`config.mk`:
```
export PLATFORM = sky130hd
export DESIGN_NAME = ca_mc_core
export DESIGN_NICKNAME = d
export VERILOG_FILES = /design/src/rtl/ca_core_pkg.sv /design/src/rtl/ca_alu.sv /design/src/rtl/ca_mc_core.sv
export SDC_FILE = /design/constraint.sdc
export NUM_CORES = 2
export LEC_CHECK = 0
export ABC_AREA = 1
export CORE_ASPECT_RATIO = 2
export CORE_MARGIN = 10
export CORE_UTILIZATION = 41
export CTS_CLUSTER_SIZE = 28
export DETAILED_ROUTE_END_ITERATION = 12
export GPL_ROUTABILITY_DRIVEN = 0
export HOLD_SLACK_MARGIN = 0.08
export MAX_ROUTING_LAYER = met4
export PLACE_DENSITY = 0.6
export SLEW_MARGIN = 20
export SYNTH_ARGS = -nofsm -noshare
export SYNTH_HDL_FRONTEND = slang
export SYNTH_SLANG_ARGS = --single-unit
```
`constraint.sdc`:
```
create_clock -name clk -period 6.87 [get_ports clk]
set_input_delay 0.687 -clock clk [delete_from_list [all_inputs] [get_ports clk]]
set_output_delay 0.687 -clock clk [all_outputs]
set_load 0.01 [all_outputs]
```
`src/rtl/ca_core_pkg.sv`:
```
`default_nettype none
// ============================================================================
//  Module      : ca_core_pkg
//  Description : Shared definitions for the multi-cycle CA core: opcodes,
//                FSM state encoding and instruction field positions.
//  Revision    : 1.0 - initial release
// ============================================================================
package ca_core_pkg;

    localparam int c_INSTR_W = 32;

    // Instruction field positions
    localparam int c_OP_LO  = 28;
    localparam int c_RD_LO  = 24;
    localparam int c_RS1_LO = 20;
    localparam int c_RS2_LO = 16;
    localparam int c_IMM_LO = 0;
    localparam int c_IMM_W  = 16;

    // Opcodes; 0xB..0xE decode as NOP
    typedef enum logic [3:0] {
        OP_NOP  = 4'h0,
        OP_ADD  = 4'h1,
        OP_SUB  = 4'h2,
        OP_AND  = 4'h3,
        OP_OR   = 4'h4,
        OP_XOR  = 4'h5,
        OP_SLT  = 4'h6,
        OP_ADDI = 4'h7,
        OP_BEQ  = 4'h8,
        OP_JMP  = 4'h9,
        OP_OUT  = 4'hA,
        OP_HALT = 4'hF
    } opcode_e;

    // Control FSM state encoding
    localparam logic [2:0] c_ST_IDLE   = 3'd0;
    localparam logic [2:0] c_ST_FETCH  = 3'd1;
    localparam logic [2:0] c_ST_DECODE = 3'd2;
    localparam logic [2:0] c_ST_EXEC   = 3'd3;
    localparam logic [2:0] c_ST_WB     = 3'd4;
    localparam logic [2:0] c_ST_HALTED = 3'd5;

    // Sign-extend a 16-bit immediate to the full instruction width
    function automatic logic [c_INSTR_W-1:0] sext16(input logic [c_IMM_W-1:0] v);
        return {{(c_INSTR_W-c_IMM_W){v[c_IMM_W-1]}}, v};
    endfunction

endpackage : ca_core_pkg
`default_nettype wire

```
`src/rtl/ca_alu.sv`:
```
`default_nettype none
// ============================================================================
//  Module      : ca_alu
//  Description : Combinational ALU for the CA core. Produces the register
//                result for ALU/ADDI ops and an equality flag for BEQ.
//  Revision    : 1.0 - initial release
// ============================================================================
module ca_alu
    import ca_core_pkg::*;
#(
    parameter int DATA_W = 32
) (
    input  logic [3:0]        i_op,
    input  logic [DATA_W-1:0] i_a,
    input  logic [DATA_W-1:0] i_b,
    input  logic [DATA_W-1:0] i_imm,
    output logic [DATA_W-1:0] o_result,
    output logic              o_eq
);

    logic w_lt;

    assign w_lt = ($signed(i_a) < $signed(i_b));
    assign o_eq = (i_a == i_b);

    // Result selection; non-writing ops leave the result at zero
    always_comb begin
        o_result = '0;
        case (i_op)
            OP_ADD:  o_result = i_a + i_b;
            OP_SUB:  o_result = i_a - i_b;
            OP_AND:  o_result = i_a & i_b;
            OP_OR:   o_result = i_a | i_b;
            OP_XOR:  o_result = i_a ^ i_b;
            OP_SLT:  o_result = {{(DATA_W-1){1'b0}}, w_lt};
            OP_ADDI: o_result = i_a + i_imm;
            default: o_result = '0;
        endcase
    end

endmodule : ca_alu
`default_nettype wire

```
`src/rtl/ca_mc_core.sv`:
```
`default_nettype none
// ============================================================================
//  Module      : ca_mc_core
//  Description : Multi-cycle CA core. Each instruction walks FETCH, DECODE,
//                EXEC and WB (4 cycles) over an inline loadable IMEM and a
//                register file with r0 hard-wired to zero.
//  Revision    : 1.0 - initial release
// ============================================================================
module ca_mc_core
    import ca_core_pkg::*;
#(
    parameter int DATA_W     = 32,
    parameter int NUM_REGS   = 8,
    parameter int IMEM_DEPTH = 32,
    localparam int PC_W      = (IMEM_DEPTH > 1) ? $clog2(IMEM_DEPTH) : 1
) (
    input  logic                 clk,
    input  logic                 reset,
    input  logic                 imem_we,
    input  logic [PC_W-1:0]      imem_addr,
    input  logic [c_INSTR_W-1:0] imem_wdata,
    input  logic                 start,
    output logic                 busy,
    output logic                 halted,
    output logic [DATA_W-1:0]    Out_value,
    output logic                 out_valid
);

    localparam int RIDX_W = (NUM_REGS > 1) ? $clog2(NUM_REGS) : 1;

    logic [2:0]           r_state;
    logic [2:0]           w_state_next;
    logic [PC_W-1:0]      r_pc;
    logic [c_INSTR_W-1:0] r_ir;
    logic [DATA_W-1:0]    r_opa;
    logic [DATA_W-1:0]    r_opb;
    logic [DATA_W-1:0]    r_alu_res;
    logic                 r_take_br;
    logic [DATA_W-1:0]    r_out_value;
    logic                 r_out_valid;
    logic [DATA_W-1:0]    r_regs [NUM_REGS];
    logic [c_INSTR_W-1:0] r_imem [IMEM_DEPTH];

    logic [3:0]           w_op;
    logic [RIDX_W-1:0]    w_rd;
    logic [RIDX_W-1:0]    w_rs1;
    logic [RIDX_W-1:0]    w_rs2;
    logic [c_INSTR_W-1:0] w_imm_ext;
    logic [DATA_W-1:0]    w_imm;
    logic [DATA_W-1:0]    w_alu_res;
    logic                 w_alu_eq;
    logic                 w_idle_like;
    logic                 w_imem_wr;
    logic                 w_writes_rd;
    logic [PC_W-1:0]      w_pc_inc;
    logic [PC_W-1:0]      w_br_target;
    logic [PC_W-1:0]      w_jmp_target;
    logic                 w_unused;

    // Field decode; upper register-index bits are ignored
    assign w_op         = r_ir[c_OP_LO +: 4];
    assign w_rd         = r_ir[c_RD_LO  +: RIDX_W];
    assign w_rs1        = r_ir[c_RS1_LO +: RIDX_W];
    assign w_rs2        = r_ir[c_RS2_LO +: RIDX_W];
    assign w_imm_ext    = sext16(r_ir[c_IMM_LO +: c_IMM_W]);
    assign w_imm        = w_imm_ext[DATA_W-1:0];
    assign w_unused     = ^{r_ir, w_imm_ext};

    assign w_idle_like  = (r_state == c_ST_IDLE) || (r_state == c_ST_HALTED);
    assign w_imem_wr    = imem_we && w_idle_like;
    assign w_writes_rd  = (w_op >= OP_ADD) && (w_op <= OP_ADDI);

    // PC arithmetic wraps naturally at PC_W bits
    assign w_pc_inc     = r_pc + PC_W'(1);
    assign w_br_target  = w_pc_inc + r_ir[PC_W-1:0];
    assign w_jmp_target = r_ir[PC_W-1:0];

    assign Out_value    = r_out_value;
    assign out_valid    = r_out_valid;

    ca_alu #(
        .DATA_W (DATA_W)
    ) u_alu (
        .i_op     (w_op),
        .i_a      (r_opa),
        .i_b      (r_opb),
        .i_imm    (w_imm),
        .o_result (w_alu_res),
        .o_eq     (w_alu_eq)
    );

    // State register
    always_ff @(posedge clk or negedge reset) begin
        if (!reset) begin
            r_state <= c_ST_IDLE;
        end else begin
            r_state <= w_state_next;
        end
    end

    // Next-state logic; start is only honoured from IDLE or HALTED
    always_comb begin
        w_state_next = r_state;
        case (r_state)
            c_ST_IDLE,
            c_ST_HALTED: if (start) w_state_next = c_ST_FETCH;
            c_ST_FETCH:  w_state_next = c_ST_DECODE;
            c_ST_DECODE: w_state_next = c_ST_EXEC;
            c_ST_EXEC:   w_state_next = (w_op == OP_HALT) ? c_ST_HALTED : c_ST_WB;
            c_ST_WB:     w_state_next = c_ST_FETCH;
            default:     w_state_next = c_ST_IDLE;
        endcase
    end

    // Status outputs decoded from state
    always_comb begin
        busy   = 1'b0;
        halted = 1'b0;
        case (r_state)
            c_ST_FETCH, c_ST_DECODE, c_ST_EXEC, c_ST_WB: busy = 1'b1;
            c_ST_HALTED: halted = 1'b1;
            default: ;
        endcase
    end

    // IMEM write port; contents survive reset, writes blocked while running
    always_ff @(posedge clk) begin
        if (w_imem_wr) begin
            r_imem[imem_addr] <= imem_wdata;
        end
    end

    // Register file write-back; r0 is never written so it always reads zero
    always_ff @(posedge clk or negedge reset) begin
        if (!reset) begin
            for (int i = 0; i < NUM_REGS; i++) begin
                r_regs[i] <= '0;
            end
        end else if ((r_state == c_ST_WB) && w_writes_rd && (w_rd != '0)) begin
            r_regs[w_rd] <= r_alu_res;
        end
    end

    // Datapath sequencing: fetch, operand read, execute latch, PC/OUT update
    always_ff @(posedge clk or negedge reset) begin
        if (!reset) begin
            r_pc        <= '0;
            r_ir        <= '0;
            r_opa       <= '0;
            r_opb       <= '0;
            r_alu_res   <= '0;
            r_take_br   <= 1'b0;
            r_out_value <= '0;
            r_out_valid <= 1'b0;
        end else begin
            r_out_valid <= 1'b0;
            case (r_state)
                c_ST_IDLE,
                c_ST_HALTED: begin
                    if (start) r_pc <= '0;
                end
                c_ST_FETCH: begin
                    r_ir <= r_imem[r_pc];
                end
                c_ST_DECODE: begin
                    r_opa <= (w_rs1 == '0) ? '0 : r_regs[w_rs1];
                    r_opb <= (w_rs2 == '0) ? '0 : r_regs[w_rs2];
                end
                c_ST_EXEC: begin
                    r_alu_res <= w_alu_res;
                    r_take_br <= w_alu_eq;
                end
                c_ST_WB: begin
                    case (w_op)
                        OP_BEQ:  r_pc <= r_take_br ? w_br_target : w_pc_inc;
                        OP_JMP:  r_pc <= w_jmp_target;
                        OP_OUT: begin
                            r_out_value <= r_opa;
                            r_out_valid <= 1'b1;
                            r_pc        <= w_pc_inc;
                        end
                        default: r_pc <= w_pc_inc;
                    endcase
                end
                default: ;
            endcase
        end
    end

endmodule : ca_mc_core
`default_nettype wire
```
* After elaboration in Yosys (flattened, before gate mapping)
Memory sizes are Yosys's and may differ from the RTL's. A register that Yosys moved wholly into a read port is not among the register bits.
Index checks and enable logic that the tools add are counted.
** Cells by class
- Add/subtract/negate cells :: 5
- Order comparisons :: 7
- Equality and inequality tests :: 18
- Muxes and demuxes :: 25
- Bitwise logic cells :: 6
- Reduce and logical (&&, ||, !) cells :: 16
** Operators with widths (number)
- 256-bit bitwise mux :: 1
- 32-bit 2-to-1 mux :: 7
- 32-bit case mux with 7 select lines :: 1
- 32-bit binary-select mux with 3-bit select :: 2
- 32-bit demux with 3-bit select :: 1
- 32-bit adder :: 2
- 32-bit AND :: 1
- 32-bit equality test :: 1
- 32-bit < comparator :: 1
- 32-bit bitwise OR :: 1
- 32-bit subtractor :: 1
- 32-bit XOR :: 1
- 5-bit case mux with 2 select lines :: 2
- 4-bit by 3-bit equality test with 1-bit output (second input constant) :: 4
- 4-bit equality test (second input constant) :: 4
- 3-bit case mux with 5 select lines :: 1
- 4-bit greater-or-equal comparator (second input constant) :: 3
- 3-bit inverter with 4-bit output :: 3
- 5-bit 2-to-1 mux :: 2
- 3-bit logical NOT :: 3
- 4-bit by 2-bit equality test with 1-bit output (second input constant) :: 2
- 1-bit 2-to-1 mux :: 7
- 3-bit by 2-bit equality test with 1-bit output (second input constant) :: 2
- 3-bit equality test (second input constant) :: 2
- other kinds (17) :: 22
** Word-level totals
- Bits in registers :: 394
- Memory bits (writable) :: 1024
- Logic and storage cells :: 94
- Memories kept :: 1
** Memories
- r_imem :: words 32, bits a word 32, rd ports 1, clocked after Yosys merged registers in 1, wr ports 1, RTL line ca_mc_core.sv:42 : logic [c_INSTR_W-1:0] r_imem [IMEM_DEPTH];

* Depth between registers and ports, before layout
- Word-level depth :: 6
- Depth in mapped cells :: 22
- Gate-level depth less buffers :: 20

* Hierarchy
A second synthesis with hierarchy kept.
** Unflattened totals
- Cells, all modules :: 6737
- Area, all modules :: 62393.6 sq um
** Modules (own cells, without submodules)
- ca_mc_core :: times used 1, cells each 5364, area each 55279.3 sq um, sequential area each 37651.1 sq um
- ca_alu :: times used 1, cells each 1373, area each 7114.3 sq um, sequential area each 0.0 sq um

* Worst setup path after synthesis
OpenSTA, ideal clock, no wires.
- Kind :: reg-to-reg
- Start point :: register r_ir[28], read port of r_imem
- End point :: register r_alu_res[14]
- Arrival time :: 2.950 ns
- Path slack :: 3.787 ns
- Cell stages (with the launch flop) :: 20
- Path buffers :: 3
- Period minus slack after synthesis :: 3.083 ns
- Cells stage by stage :: dfrtp_1 buf_4 nand2_1 nor2_2 clkbuf_1 clkbuf_1 o21ai_0 ha_1 fa_1 nand3_1 nand3_1 nand2_1 nand2_1 nand2_1 nand2_1 or2_2 nand3_1 nand3_1 nand2_1 o21ai_0
** Between the ends
- Word-level cells in the longest chain between the ends :: 2
- Elaborated cells on any way between the ends :: 8
- Classes of those cells :: 7 x eq/ne; 1 x mux
** Ends and longest elaborated chain
- from (decl) :: RTL line ca_mc_core.sv:34 : logic [c_INSTR_W-1:0] r_ir;
- 4-bit by 3-bit equality test with 1-bit output, or another cell as far along :: RTL line ca_alu.sv:29 : case (i_op)
- 32-bit case mux with 7 select lines (*) :: RTL line ca_alu.sv:29
- to (signal assigned) :: RTL line ca_mc_core.sv:170 : r_alu_res <= w_alu_res;
- to (decl) :: RTL line ca_mc_core.sv:37 : logic [DATA_W-1:0] r_alu_res;
Mark *: on every way between the ends. The rest lies on a longest branch, timed or not.
A chain may end at the register's enable or synchronous reset.

* Final worst setup path
- Start point :: register r_ir[28], read port of r_imem
- End point :: register r_alu_res[24]
The elaborated chain is that of the path after synthesis.

==> summary.md <==
| Metric | Value |
|---|---|
| Outcome | `finished, final reports clean` |
| Non-Filler Instances | `8091` |
| Register area | `37700 um2` |
| Chip width | `293 um` |
| Max Transition Viols Final | `0` |
| Met2 Wirelength | `between 100 and 150 mm` |
| Mapped Nets | `6319` |
| Final TNS setup | `0 ps` |
| Remaining antenna violation count | `0` |
| Post-CTS Setup Inserts | `0` |
| Number of max-cap violations | `0` |
| DRC Markers | `0` |
| Die Y | `566 um` |
| Tmin final | `4170 ps` |
| Total track usage | `25.6%` |
| Initial Utilization | `41.2%` |
| Max FO, Critical Path | `between 40 and 50` |
| Most common cell after layout, fill and taps aside | `nand2_1` |
| Post-Route Utilization | `45.5%` |
| Largest net degree at the start of global routing | `between 150 and 200` |
| Area of the multi-input gates | `20200 um2` |
| Worst EP arrival | `4870 ps` |
| Initial antenna violation count | `13` |
| Highest metal layer with signal wires | `met4` |
| Setup crit end kind | `flop` |
| Worst EP required | `7570 ps` |
| Max Fclk | `240 MHz` |
| Clock buffer count from CTS | `110` |
| CTS Sinks | `1319` |
| Period utilization | `60.7%` |
| Most used cell, CP | `nand2_1` |
| Number of flops mapped to enable cells by yosys | `928` |
| Clock tree buffer depth | `3` |
| Hold violation count in the final report | `0` |
| Synthesized cell area | `61000 um2` |
| CTS H-Tree Depth | `3` |
| Worst-path cell chain | `nand2_1, nor2_4, buf_4, nand2_2, o21ai_0, inv_1, ha_1, nand2_1, nor2_1, inv_1, o21bai_1, nand2_1, nand4_1, nand3_1, nand3_1, nand2_1, nand2_1` |
| First-pass GRT wire length | `304 mm` |
| P&R area growth vs syn | `10.4%` |
| Slew of the pin with the lowest slew margin | `1220 ps` |
| Fillers | `13900` |
| Post-Syn Area per Cell | `approximately 10 um2` |
| GRT overflow | `0` |
| Die Area | `166000 um2` |
| #FFs+latches synth | `1319` |
| Buf+Inv Stages, Crit Path | `3` |
| Unrepaired setup endpoints after global routing | `no` |
| Root Buffer | `clkbuf_16` |
| Port buffer count | `72` |
| Yosys Warn Count | `0` |
| Main flop type after synthesis | `edfxtp_1` |
| Hold/Removal Path Class | `input pin to flop` |
| Setup CP Type | `flop to flop` |
| Placed Cells | `7872` |
| Most frequent cells in the layout | `1229 x nand2_1, 928 x edfxtp_1, 608 x o21ai_0` |
| Leak Pwr | `between 20 and 30 nW` |
| CP top delay family | `simple AND/OR/NAND/NOR gates` |
| Via-per-instance ratio | `approximately 5.9` |
| CP max stage cell | `dfrtp_1` |
| Sequential element share of the synthesized area | `61.7%` |
| Synthesized netlist cell count | `6139` |
| Met3 WL | `13.7 mm` |
| Routed WL | `210 mm` |
| Row Count | `200` |
| Relative slew slack | `a little under a fifth` |
| WHS | `451 ps` |
| Iteration-0 DRC Markers | `4437` |
| Vias in the first global route | `46400` |
| Final setup viols | `0` |
| Clock-pin transition on the worst setup and hold timing paths | `70 ps` |
| Wirelength per Cell | `26.0 um` |
| Clk Latency, worst-skew pair | `770 ps` |
| VDD IR max | `0.356 mV` |
| Core area | `148000 um2` |
| DRT Pass-1 Iters | `8` |
| Nets | `between 6000 and 7000` |
| Crit path largest cell delay | `510 ps` |
| Critical path startpoint category | `flop` |
| Fraction of layout cells with a size suffix above 1 | `5.88%` |
| PD cells | `between 400 and 500 nW/um2` |
| Synth async-reset ratio | `29.6%` |
| CTS tree | `yes` |
| Boundary Pins | `76` |
| Synth unique cells | `53` |
| Hpwl dp | `between 100 and 150 mm` |
| WL met1 | `71.4 mm` |
| Via count | `47400` |
| Post-Route Skew | `~70 ps` |
-- cell families after synthesis --
group,Yosys count,share of synthesized area (%)
buffers and inverters,850,5.65
adder cells (fa/ha/maj),139,2.89
AO/OA/AOI/OAI,1621,15.1
flip-flops,1319,61.7
AND/OR/NAND/NOR,2202,14.5
XOR/XNOR,8,0.115
-- layout make-up --
type                       count  area share [%]
tap                         1919            3.56
multi-input combinational   3970            30.0
clock inverter                70            1.21
timing repair buffer         168            2.19
antenna                       11          0.0408
clock buffer                 137            4.28
sequential                  1319            55.9
inverter                     497            2.81
-- worst register-to-register path, stage by stage, from the launching register on --
cell      delay, ps
dfrtp_1         510
nand2_1         190
nor2_4          130
buf_4           470
nand2_2         430
o21ai_0         200
inv_1            60
ha_1            390
nand2_1         120
nor2_1          230
inv_1            80
o21bai_1        320
nand2_1         140
nand4_1         100
nand3_1         340
nand3_1         270
nand2_1          70
nand2_1          80
-- cell usage after synthesis (all sizes together), types with 12 or more instances --
library cell,count,area share [%]
ha,136,2.8
inv,496,3.1
buf,180,1.5
o221ai,128,1.8
nand3,243,2.1
o21ai,931,7.6
clkbuf,173,1.1
a211oi,13,0.16
nand2,1237,7.6
nor4,12,0.12
nor2,630,3.9
o211ai,91,1.1
edfxtp,928,46
nor3,29,0.25
a221oi,32,0.46
a21oi,291,2.4
o22ai,107,1.1
dfrtp,391,16
nand4,26,0.27
-- where the power goes --
group          internal (mW)  switching, mW  leakage [nW]
registers               9.19          0.964          13.6
logic                   3.41           8.79          10.0
clock network           3.45           3.08          1.77
total                   16.0           12.8          25.4
-- registers in the layout, summed over array words and instances, names as in the netlist --
signal / count
r_imem: 928
r_regs: 224
Out_value: 32
r_alu_res: 32
r_opa: 32
r_opb: 32
r_ir: 29
r_pc: 5
r_state: 3
out_valid: 1
r_take_br: 1
-- through the flow --
step                instance area (um2)  setup WS (ps)  power, mW
floorplan                         61000           3790       17.6
detailed placement                63700           2940       22.1
finish                            67400           2700       28.9
CTS                               67400           2950       28.6
global route                      67400           2460       30.3
global placement                  63700           2930       22.0
-- per-layer routing --
metal / track usage (%) / vias to the layer above
met5: - / -
met4: 19.9 / 0
met3: 3.75 / 727
met2: 43.9 / 2080
met1: 26.1 / 23300
li1: - / 21200
-- worst paths after layout --
check / cells past startpoint / from / endpoint / slack, ps
min in group asynchronous: 2 / reset / r_regs[75]$_DFFE_PN0P_ / 590
hold reg to reg: 2 / r_alu_res[20]$_DFFE_PN0P_ / r_alu_res[20]$_DFFE_PN0P_ / 480
hold / removal: 1 / imem_wdata[9] / r_imem[22][9]$_DFFE_PP_ / 450
setup reg to reg: 17 / r_ir[28]$_DFFE_PN0P_ / r_alu_res[24]$_DFFE_PN0P_ / 2700
setup / recovery: 17 / r_ir[28]$_DFFE_PN0P_ / r_alu_res[24]$_DFFE_PN0P_ / 2700
max in group asynchronous: 3 / reset / r_ir[20]$_DFFE_PN0P_ / 4670
-- timing repair --
action                                  in CTS  in global routing
hold endpoints to repair                    64                  0
endpoints found under the setup margin       0                  0
gates resized for setup                      0                  0
hold buffers                                 1                  0
No activity file was read; power rests on OpenSTA's default activity.
